<file path="config.mk">
export PLATFORM = sky130hd
export DESIGN_NAME = rst_seq_ctrl
export DESIGN_NICKNAME = d
export VERILOG_FILES = /design/src/rtl/rst_seq_ctrl.sv
export SDC_FILE = /design/constraint.sdc
export NUM_CORES = 1
export LEC_CHECK = 0
export BUFFER_PORTS_ARGS = -buffer_cell sky130_fd_sc_hd__clkbuf_2
export CORE_MARGIN = 10
export CORE_UTILIZATION = 45
export DETAILED_ROUTE_END_ITERATION = 10
export HOLD_SLACK_MARGIN = 0.1
export PLACE_DENSITY = 0.68
export REMOVE_ABC_BUFFERS = 1
export SETUP_SLACK_MARGIN = 0.15
export SKIP_LAST_GASP = 1
export SLEW_MARGIN = 25
export SYNTH_ARGS = -nofsm -noshare
export SYNTH_HDL_FRONTEND = slang
export SYNTH_SLANG_ARGS = --single-unit
</file>
<file path="constraint.sdc">
create_clock -name i_clk -period 2.84 [get_ports i_clk]
set_input_delay 0.142 -clock i_clk [delete_from_list [all_inputs] [get_ports i_clk]]
set_output_delay 0.142 -clock i_clk [all_outputs]
set_load 0.005 [all_outputs]
</file>
<file path="src/rtl/rst_seq_ctrl.sv">
// rst_seq_ctrl: reset sequencer placed after the clock/reset block.
// Holds all downstream reset domains asserted for ASSERT_HOLD_p cycles, then
// releases them one at a time (domain 0 first) every STAGE_DELAY_p cycles.
// Any on-chip reset request reasserts every domain and restarts the sequence.
//
// Ports:
//   i_clk    system clock
//   i_rst_n  synchronous active-low reset
//   i_req    level reset requests, OR-reduced
//   o_rst_n  registered active-low reset per domain
//   o_busy   high while any domain is held or not yet released
//   o_done   one-cycle pulse when the last domain is released
//   o_cause  reset cause register (bit 0 = system reset, bit r+1 = i_req[r])
//
// Optional feature macro: RST_SEQ_CAUSE_EN (enables the o_cause register;
// otherwise o_cause is tied to zero).
module rst_seq_ctrl #(
  parameter int unsigned NUM_DOMAINS_p = 3,
  parameter int unsigned NUM_REQ_p     = 3,
  parameter int unsigned ASSERT_HOLD_p = 16,
  parameter int unsigned STAGE_DELAY_p = 8
) (
  input  logic                   i_clk,
  input  logic                   i_rst_n,
  input  logic [NUM_REQ_p-1:0]   i_req,
  output logic [NUM_DOMAINS_p-1:0] o_rst_n,
  output logic                   o_busy,
  output logic                   o_done,
  output logic [NUM_REQ_p:0]     o_cause
);

  localparam int unsigned MAX_DLY = (ASSERT_HOLD_p > STAGE_DELAY_p) ? ASSERT_HOLD_p : STAGE_DELAY_p;
  localparam int unsigned CW      = $clog2(MAX_DLY + 1);
  localparam int unsigned KW      = $clog2(NUM_DOMAINS_p + 1);

  localparam logic [CW-1:0] HOLD_TC  = CW'(ASSERT_HOLD_p - 1);
  localparam logic [CW-1:0] STAGE_TC = CW'(STAGE_DELAY_p - 1);
  localparam logic [KW-1:0] LAST_K   = KW'(NUM_DOMAINS_p - 1);
  localparam logic [NUM_DOMAINS_p-1:0] DOM0 = NUM_DOMAINS_p'(1);

  typedef enum logic [1:0] {
    ST_RESET,
    ST_HOLD,
    ST_RELEASE,
    ST_RUN
  } state_e;

  state_e                   state_q;
  logic [CW-1:0]            cnt_q;
  logic [KW-1:0]            k_q;
  logic [NUM_DOMAINS_p-1:0] rst_q;
  logic                     busy_q;
  logic                     done_q;
  logic                     req_any_d;

  assign req_any_d = |i_req;

  // cnt_q holds (edges since the last (re)start) - 1 and reloads to 0 exactly
  // at each terminal count, so it never wraps.
  always_ff @(posedge i_clk) begin
    if (!i_rst_n) begin
      state_q <= ST_RESET;
      cnt_q   <= '0;
      k_q     <= '0;
      rst_q   <= '0;
      busy_q  <= 1'b1;
      done_q  <= 1'b0;
    end else begin
      done_q <= 1'b0;
      unique case (state_q)
        ST_RESET: begin
          state_q <= ST_HOLD;
          cnt_q   <= '0;
        end
        ST_HOLD: begin
          if (req_any_d) begin
            cnt_q <= '0;
          end else if (cnt_q == HOLD_TC) begin
            cnt_q <= '0;
            rst_q <= DOM0;
            if (NUM_DOMAINS_p == 1) begin
              state_q <= ST_RUN;
              busy_q  <= 1'b0;
              done_q  <= 1'b1;
            end else begin
              state_q <= ST_RELEASE;
              k_q     <= KW'(1);
            end
          end else begin
            cnt_q <= cnt_q + CW'(1);
          end
        end
        ST_RELEASE: begin
          if (req_any_d) begin
            state_q <= ST_HOLD;
            cnt_q   <= '0;
            k_q     <= '0;
            rst_q   <= '0;
          end else if (cnt_q == STAGE_TC) begin
            cnt_q <= '0;
            rst_q <= rst_q | (DOM0 << k_q);
            if (k_q == LAST_K) begin
              state_q <= ST_RUN;
              busy_q  <= 1'b0;
              done_q  <= 1'b1;
            end else begin
              k_q <= k_q + KW'(1);
            end
          end else begin
            cnt_q <= cnt_q + CW'(1);
          end
        end
        ST_RUN: begin
          if (req_any_d) begin
            state_q <= ST_HOLD;
            cnt_q   <= '0;
            k_q     <= '0;
            rst_q   <= '0;
            busy_q  <= 1'b1;
          end
        end
        default: state_q <= ST_RESET;
      endcase
    end
  end

  assign o_rst_n = rst_q;
  assign o_busy  = busy_q;
  assign o_done  = done_q;

`ifdef RST_SEQ_CAUSE_EN
  logic [NUM_REQ_p:0] cause_q;

  // A request that starts a new assertion replaces the cause; requests
  // arriving while already held accumulate.
  always_ff @(posedge i_clk) begin
    if (!i_rst_n) begin
      cause_q <= (NUM_REQ_p + 1)'(1);
    end else if (req_any_d) begin
      unique case (state_q)
        ST_RELEASE, ST_RUN: cause_q <= {i_req, 1'b0};
        ST_HOLD:            cause_q <= cause_q | {i_req, 1'b0};
        default:            cause_q <= cause_q;
      endcase
    end
  end

  assign o_cause = cause_q;
`else
  assign o_cause = '0;
`endif

endmodule

</file>
==> summary.md, run 1 <==
| Metric | Value |
|---|---|
| Status | `complete, no violations` |
| Vias | `roughly 800` |
| Layout cells sized above 1 | `about a fifth` |
| Yosys top cell by area | `dfxtp_1` |
| Max Slew Vio Count | `0` |
| H-tree levels | `1` |
| Yosys top cell area share | `28.1%` |
| Die width | `between 60 and 70 um` |
| Ys flop type | `dfxtp_1` |
| Top cells by area, synth | `dfxtp_1 (28%), ha_1 (14%), inv_1 (3.4%)` |
| Commonest non-fill, non-tap cell in the layout | `dfxtp_1` |
| CTS Buffer Depth | `2` |
| Design Area, Final | `between 1000 and 1500 um2` |
| Initial Utilization | `48.9%` |
| Gpl congestion | `0.763` |
| VDD IR-drop max | `roughly 0.32 mV` |
| Starting DRT DRC Count | `21` |
| Initial antenna violation count | `0` |
| FF+latch count, synth | `14` |
| Rel. slew slack | `between 40% and 50%` |
| Antenna-violating nets left | `0` |
| Worst setup EP type | `flip-flop` |
| Tcrit/Tclk final | `between 70% and 80%` |
| Root Driver | `clkbuf_4` |
| Setup TNS | `0 ps` |
| CP most frequent cell | `ha_1` |
| WL per Instance | `approximately 15 um` |
| CTS tree | `built` |
| Tot GR Track Use | `9.70%` |
| Maxcap violations | `0` |
| Post-Place Worst Slack | `725 ps` |
| DIE AREA | `about 4500 um2` |
| Core area | `approximately 2000 um2` |
| Worst Hold Class | `in2reg` |
| # hold bufs at CTS | `0` |
| Worst skew pair latency | `between 200 and 300 ps` |
| Dpl hpwl | `around 1600 um` |
| Ys Warns | `0` |
| CTS Sinks | `14` |
| Number of synthesized flops with an enable pin | `0` |
| Min Tclk post-route | `between 2000 and 2500 ps` |
| Crit path cell chain | `ha_1 > nand3_1 > inv_1 > ha_1 > or4b_4 > a21oi_4 > nand3b_2 > a211oi_2` |
| WP data required | `just over 3000 ps` |
| Syn Area/Cell | `a little over 9 um2` |
| IO Count | `14` |
| Setup Fix Bufs, Post-CTS | `0` |
| Port Buffers | `9` |
| CP delay by family, top | `simple AND/OR/NAND/NOR gates` |
| Power per Cell Area | `between 400 and 500 nW/um2` |
| RSZ-0062 raised after global routing | `false` |
| Buf/Inv on CP | `1` |
| Vias/cell | `5.66` |
| Final wirelength | `about 2100 um` |
| Post-synth cell types | `46` |
| Final Util | `about 52%` |
| Pin count of the biggest net entering global routing | `11` |
| Cell area after synthesis | `between 900 and 1000 um2` |
| Final setup viols | `0` |
| Critical path's slowest cell | `or4b_4` |
| Area grow syn2layout | `6.89%` |
| Critical path peak fanout | `6` |
| Highest clock rate | `467 MHz` |
| Startpoint types | `flip-flop` |
| Kind of critical path | `reg2reg` |
| Arrival @ worst endpoint | `approximately 2300 ps` |
| Most frequent cells in the layout | `dfxtp_1 (14), ha_1 (11), inv_1 (9), clkbuf_2 (9)` |
| Diode count | `0` |
| Placed cell areas | `about 1000 um2` |
| Sequential-to-total area share from yosys stat | `about 28%` |
| CTS clk-pin slew, worst paths | `around 70 ps` |
| Final hold vios | `0` |
| Post-Syn Instances | `roughly 110` |
| GR Overflow Total | `0` |
| Async SR Flop Fraction | `0%` |
| Clk_skew | `about 0.69 ps` |
| First-pass GRT wire length | `3460 um` |
| Worst slew pin tran | `760 ps` |
| Vias in the first global route | `between 700 and 800` |
| PnR worst setup slack | `699 ps` |
| Drt first pass iters | `4` |
| Row count | `16` |
| Num CTS Buffers | `3` |
| Leakage | `0.429 nW` |
| Max stage delay on crit path | `around 490 ps` |
| DRC Markers | `0` |
| Post-CTS sizing | `0` |
| Die H | `between 60 and 70 um` |
| Nets | `around 130` |
## report_power, final
| group | leakage [nW] | internal (mW) | switching (mW) | total (mW) |
|---|---|---|---|---|
| clock | 0.0138 | 0.0491 | 0.0572 | 0.106 |
| combinational | 0.302 | 0.0492 | 0.0749 | 0.124 |
| sequential | 0.113 | 0.205 | 0.00766 | 0.212 |
## cell type report
cell class | count | area [um2]
Fill cell | 206 | 975
Timing Repair Buffer | 9 | 45.0
Multi-Input combinational cell | 80 | 652
Clock buffer | 3 | 22.5
Tap cell | 27 | 33.8
Inverter | 9 | 33.8
Sequential cell | 14 | 280
## cells by family (layout without fill, tap and decap cells)
family,after synthesis,count (layout),synth area share (%)
flip-flops,14,14,28.1
AND/OR/NAND/NOR,39,39,27.2
adder cells (fa/ha/maj),11,11,13.8
multiplexers,3,3,3.13
AO/OA/AOI/OAI,23,23,19.7
other,1,4,0.376
buffers and inverters,16,21,7.77
## state kept, by name, indices dropped and copies added (netlist names)
| signal | flops |
|---|---|
| cnt_q | 5 |
| k_q | 2 |
| o_busy | 1 |
| o_done | 1 |
| o_rst_n | 3 |
| state_q | 2 |
## synthesized netlist by cell type, drive strengths merged, types with 2 or more instances
cell    number
a211oi       2
o211ai       2
a21oi        5
ha          11
buf          6
o21ai        3
or4b         2
nand4b       2
a31oi        2
or3          2
inv          9
and3         2
mux2i        2
nand3        4
o21a         2
nor2         7
dfxtp       14
nand2        7
nor4b        3
## worst register-to-register path, cell delays in order (launching register included)
cell and delay, ps:
dfxtp_1 370, ha_1 220, nand3_1 120, inv_1 80
ha_1 190, or4b_4 490, a21oi_4 240, nand3b_2 140
a211oi_2 220
## layer usage
layer	share of wire, %	routed length (um)	GRT usage, %
met5	0	0	0
met4	0.81	17	3.08
met3	6.2	130	3.85
met2	50	1050	16.6
met1	43	900	10.7
## path summary, 6_finish.rpt
kind / slack [ps] / cells past startpoint / endpoint / startpoint
min reg2reg: 480 / 2 / o_rst_n[2]$_SDFFE_PN0P_ / o_rst_n[2]$_SDFFE_PN0P_
max: 700 / 8 / k_q[0]$_SDFFE_PN0P_ / cnt_q[0]$_SDFFE_PN0N_
min: 200 / 2 / o_busy$_SDFFE_PN1P_ / i_rst_n
max reg2reg: 700 / 8 / k_q[0]$_SDFFE_PN0P_ / cnt_q[0]$_SDFFE_PN0N_
## through the flow
stage	total power [mW]	instances	hold slack [ps]
floorplan	0.311	103	218
global placement	0.339	139	465
detailed placement	0.341	139	471
CTS	0.450	142	197
global route	0.471	142	233
finish	0.443	142	196
(Power assumes the default switching activity.)
==> run 2, diff against run 1 <==
--- a/config.mk
+++ b/config.mk
@@ -5,6 +5,7 @@
 export SDC_FILE = /design/constraint.sdc
 export NUM_CORES = 1
 export LEC_CHECK = 0
+export ABC_AREA = 1
 export BUFFER_PORTS_ARGS = -buffer_cell sky130_fd_sc_hd__clkbuf_2
 export CORE_MARGIN = 10
 export CORE_UTILIZATION = 45
==> constraint.sdc (replaced) <==
create_clock -name i_clk -period 2 [get_ports i_clk]
set_input_delay 0.1 -clock i_clk [delete_from_list [all_inputs] [get_ports i_clk]]
set_output_delay 0.1 -clock i_clk [all_outputs]
set_load 0.005 [all_outputs]
==> summary.md, run 2 <==
| Metric | Value |
|---|---|
| Status | `complete, no violations` |
| Final hold vios | `0 (unchanged)` |
| Num CTS Buffers | `3 (unchanged)` |
| First-pass GRT wire length | `4230 um (+22%)` |
| Power per Cell Area | `976 nW/um2 (+140%)` |
| Ys Warns | `0 (unchanged)` |
| Top cells by area, synth | `dfxtp_1 (25%), ha_1 (12%), nand2_1 (12%)` |
| Vias | `1045 (+30%)` |
| Core area | `2280 um2 (+11%)` |
| FF+latch count, synth | `14 (unchanged)` |
| Biggest register | `cnt_q` |
| Worst Hold Class | `in2reg` |
| WL per Instance | `12.4 um (-16%)` |
| RSZ-0062 raised after global routing | `false` |
| Area grow syn2layout | `6.67%` |
| Port Buffers | `9 (unchanged)` |
| Yosys top cell by area | `dfxtp_1` |
| Placed cell areas | `1150 um2 (+9.7%)` |
| Starting DRT DRC Count | `73 (+250%)` |
| Number of flip-flops in the largest register | `5 (unchanged)` |
| Drt first pass iters | `4 (unchanged)` |
| Arrival @ worst endpoint | `1900 ps (-440 ps)` |
| Final wirelength | `2510 um (+19%)` |
| Kind of critical path | `reg2reg` |
| VDD IR-drop max | `0.651 mV (+110%)` |
| Tcrit/Tclk final | `83.6% (+8.3 points)` |
| WP data required | `2220 ps (-820 ps)` |
| Post-synth top cells | `nand2_1 (35), inv_1 (20), nor2_1 (19)` |
| Post-synth cell types | `26 (-43%)` |
| Async SR Flop Fraction | `0% (unchanged)` |
| Yosys top cell area share | `25.3% (-2.7 points)` |
| Final setup viols | `0 (unchanged)` |
| Sequential-to-total area share from yosys stat | `25.3% (-2.7 points)` |
| Worst setup EP type | `flip-flop` |
| Reg2reg path depth | `10 (+2)` |
| Diode count | `0 (unchanged)` |
| Antenna-violating nets left | `0 (unchanged)` |
| Setup Fix Bufs, Post-CTS | `0 (unchanged)` |
| Min-Delay Path Depth | `2 (unchanged)` |
| Row count | `17 (+1)` |
| Min Tclk post-route | `1670 ps (-468 ps)` |
| Max Slew Vio Count | `0 (unchanged)` |
| DIE AREA | `4840 um2 (+7.5%)` |
| Vias/cell | `5.15 (-9.1%)` |
| Pin count of the biggest net entering global routing | `11 (unchanged)` |
| Post-Syn Instances | `167 (+56%)` |
| Tot GR Track Use | `10.1% (+0.35 points)` |
| Dpl hpwl | `2040 um (+25%)` |
| CTS tree | `built` |
| Number of synthesized flops with an enable pin | `0 (unchanged)` |
| Initial antenna violation count | `0 (unchanged)` |
| CTS clk-pin slew, worst paths | `80 ps (about the same)` |
| PnR worst setup slack | `327 ps (-372 ps)` |
| Vias in the first global route | `936 (+22%)` |
| CTS Sinks | `14 (unchanged)` |
| Syn Area/Cell | `6.62 um2 (-29%)` |
| Setup TNS | `0 ps (unchanged)` |
| Clk_skew | `1.11 ps (+0.419 ps)` |
| Gpl congestion | `0.935 (+23%)` |
| Critical path's slowest cell | `dfxtp_1` |
| Leakage | `0.568 nW (+32%)` |
| Die width | `69.6 um (+3.7%)` |
| Most frequent cells in the layout | `nand2_1 (34), inv_1 (20), nand3_1 (18)` |
| Critical path peak fanout | `4 (-2)` |
| Initial Utilization | `48.6% (-0.30 points)` |
| Layout cells sized above 1 | `18.9% (-2.0 points)` |
| Ys flop type | `dfxtp_1` |
| CTS Buffer Depth | `2 (unchanged)` |
| Commonest non-fill, non-tap cell in the layout | `nand2_1` |
| Design Area, Final | `1180 um2 (+11%)` |
| Startpoint types | `flip-flop` |
| Highest clock rate | `598 MHz (+28%)` |
| Crit path cell chain | `ha_1 > nand2_2 > nor2_2 > ha_2 > nand3_1 > nand2_1 > nand3_1 > nor2_2 > nor2_1 > nor2_1` |
| IO Count | `14 (unchanged)` |
| Count leader, synth | `nand2_1` |
| DRC Markers | `0 (unchanged)` |
| Worst hold margin | `135 ps (-61.3 ps)` |
| GR Overflow Total | `0 (unchanged)` |
| Root Driver | `clkbuf_4` |
| H-tree levels | `1 (unchanged)` |
| Cell area after synthesis | `1110 um2 (+11%)` |
| Nets | `193 (+45%)` |
| Maxcap violations | `0 (unchanged)` |
| Max stage delay on crit path | `360 ps (-130 ps)` |
| Post-Place Worst Slack | `301 ps (-424 ps)` |
| Die H | `69.6 um (+3.7%)` |
| Worst skew pair latency | `280 ps (about the same)` |
-- run 2: cell types whose count changed after synthesis, sizes merged, moves of 3 or more --
cell	change
inv	+16
nor4b	-3
nand4	+4
nand2	+31
a21oi	+4
nor2	+18
nand3	+16
-- run 2: kinds of logic (layout without fill, tap and decap cells) --
logic type / Yosys count / after routing / synth area share (%)
other: 1 / 4 / 0.339
DFF: 14 / 14 / 25.3
AOI/OAI and AO/OA: 15 / 15 / 6.90
and+or+nand+nor: 93 / 93 / 41.1
buffers and inverters: 32 / 37 / 13.1
adders and majority gates: 11 / 11 / 12.4
xor gates and xnor gates: 1 / 1 / 0.792
-- run 2: layer usage --
| metal | vias to the layer above | global-route usage, % | part of all wire [%] |
|---|---|---|---|
| met5 | - | 0 | 0 |
| met4 | 0 | 1.33 | 0.52 |
| met3 | 4 | 4.14 | 7.5 |
| met2 | 25 | 16.5 | 47 |
| met1 | 478 | 12.1 | 45 |
| li1 | 538 | - | - |
-- run 2: final timing paths --
path / from / endpoint / slack (ps)
min: i_rst_n / o_busy$_SDFFE_PN1P_ / 140
max reg2reg: cnt_q[1]$_SDFFE_PN0N_ / k_q[0]$_SDFFE_PN0P_ / 330
min reg2reg: o_rst_n[0]$_SDFFE_PN0P_ / o_rst_n[0]$_SDFFE_PN0P_ / 470
max: cnt_q[1]$_SDFFE_PN0N_ / k_q[0]$_SDFFE_PN0P_ / 330
-- run 2: stage by stage --
| step | util (%) | std cells | power [mW] |
|---|---|---|---|
| 2_1_floorplan | - | 163 | 0.848 |
| 3_3_place_gp | 50.4 | 200 | 0.985 |
| 3_5_place_dp | 50.4 | 200 | 0.992 |
| 4_1_cts | 51.3 | 203 | 1.16 |
| 5_1_grt | 51.8 | 203 | 1.28 |
| 6_report | 51.8 | 203 | 1.15 |
-- run 2: critical path, delay by kind of cell, from the launching register on --
family | cells | cell delay [ps]
AND/OR/NAND/NOR | 8 | 860
adder cells (fa/ha/maj) | 2 | 410
flip-flops | 1 | 360
-- run 2: what timing repair did --
| item | in CTS | in global routing |
|---|---|---|
| hold buffers | 0 | 0 |
| gates resized for setup | 0 | 5 |
| endpoints found under the setup margin | 0 | 6 |
-- run 2: final cells by class --
cell class / instances / area (um2)
multi-input combinational: 124 / 702
clock buffer: 3 / 22.5
tap: 28 / 35.0
sequential: 14 / 282
timing repair buffer: 9 / 45.0
inverter: 25 / 93.8
fill: 244 / 1100
-- run 2: power breakdown --
| part | internal (mW) | total (mW) | switching [mW] |
|---|---|---|---|
| Combinational | 0.216 | 0.618 | 0.403 |
| Sequential | 0.334 | 0.374 | 0.0395 |
| Clock | 0.0699 | 0.159 | 0.0896 |
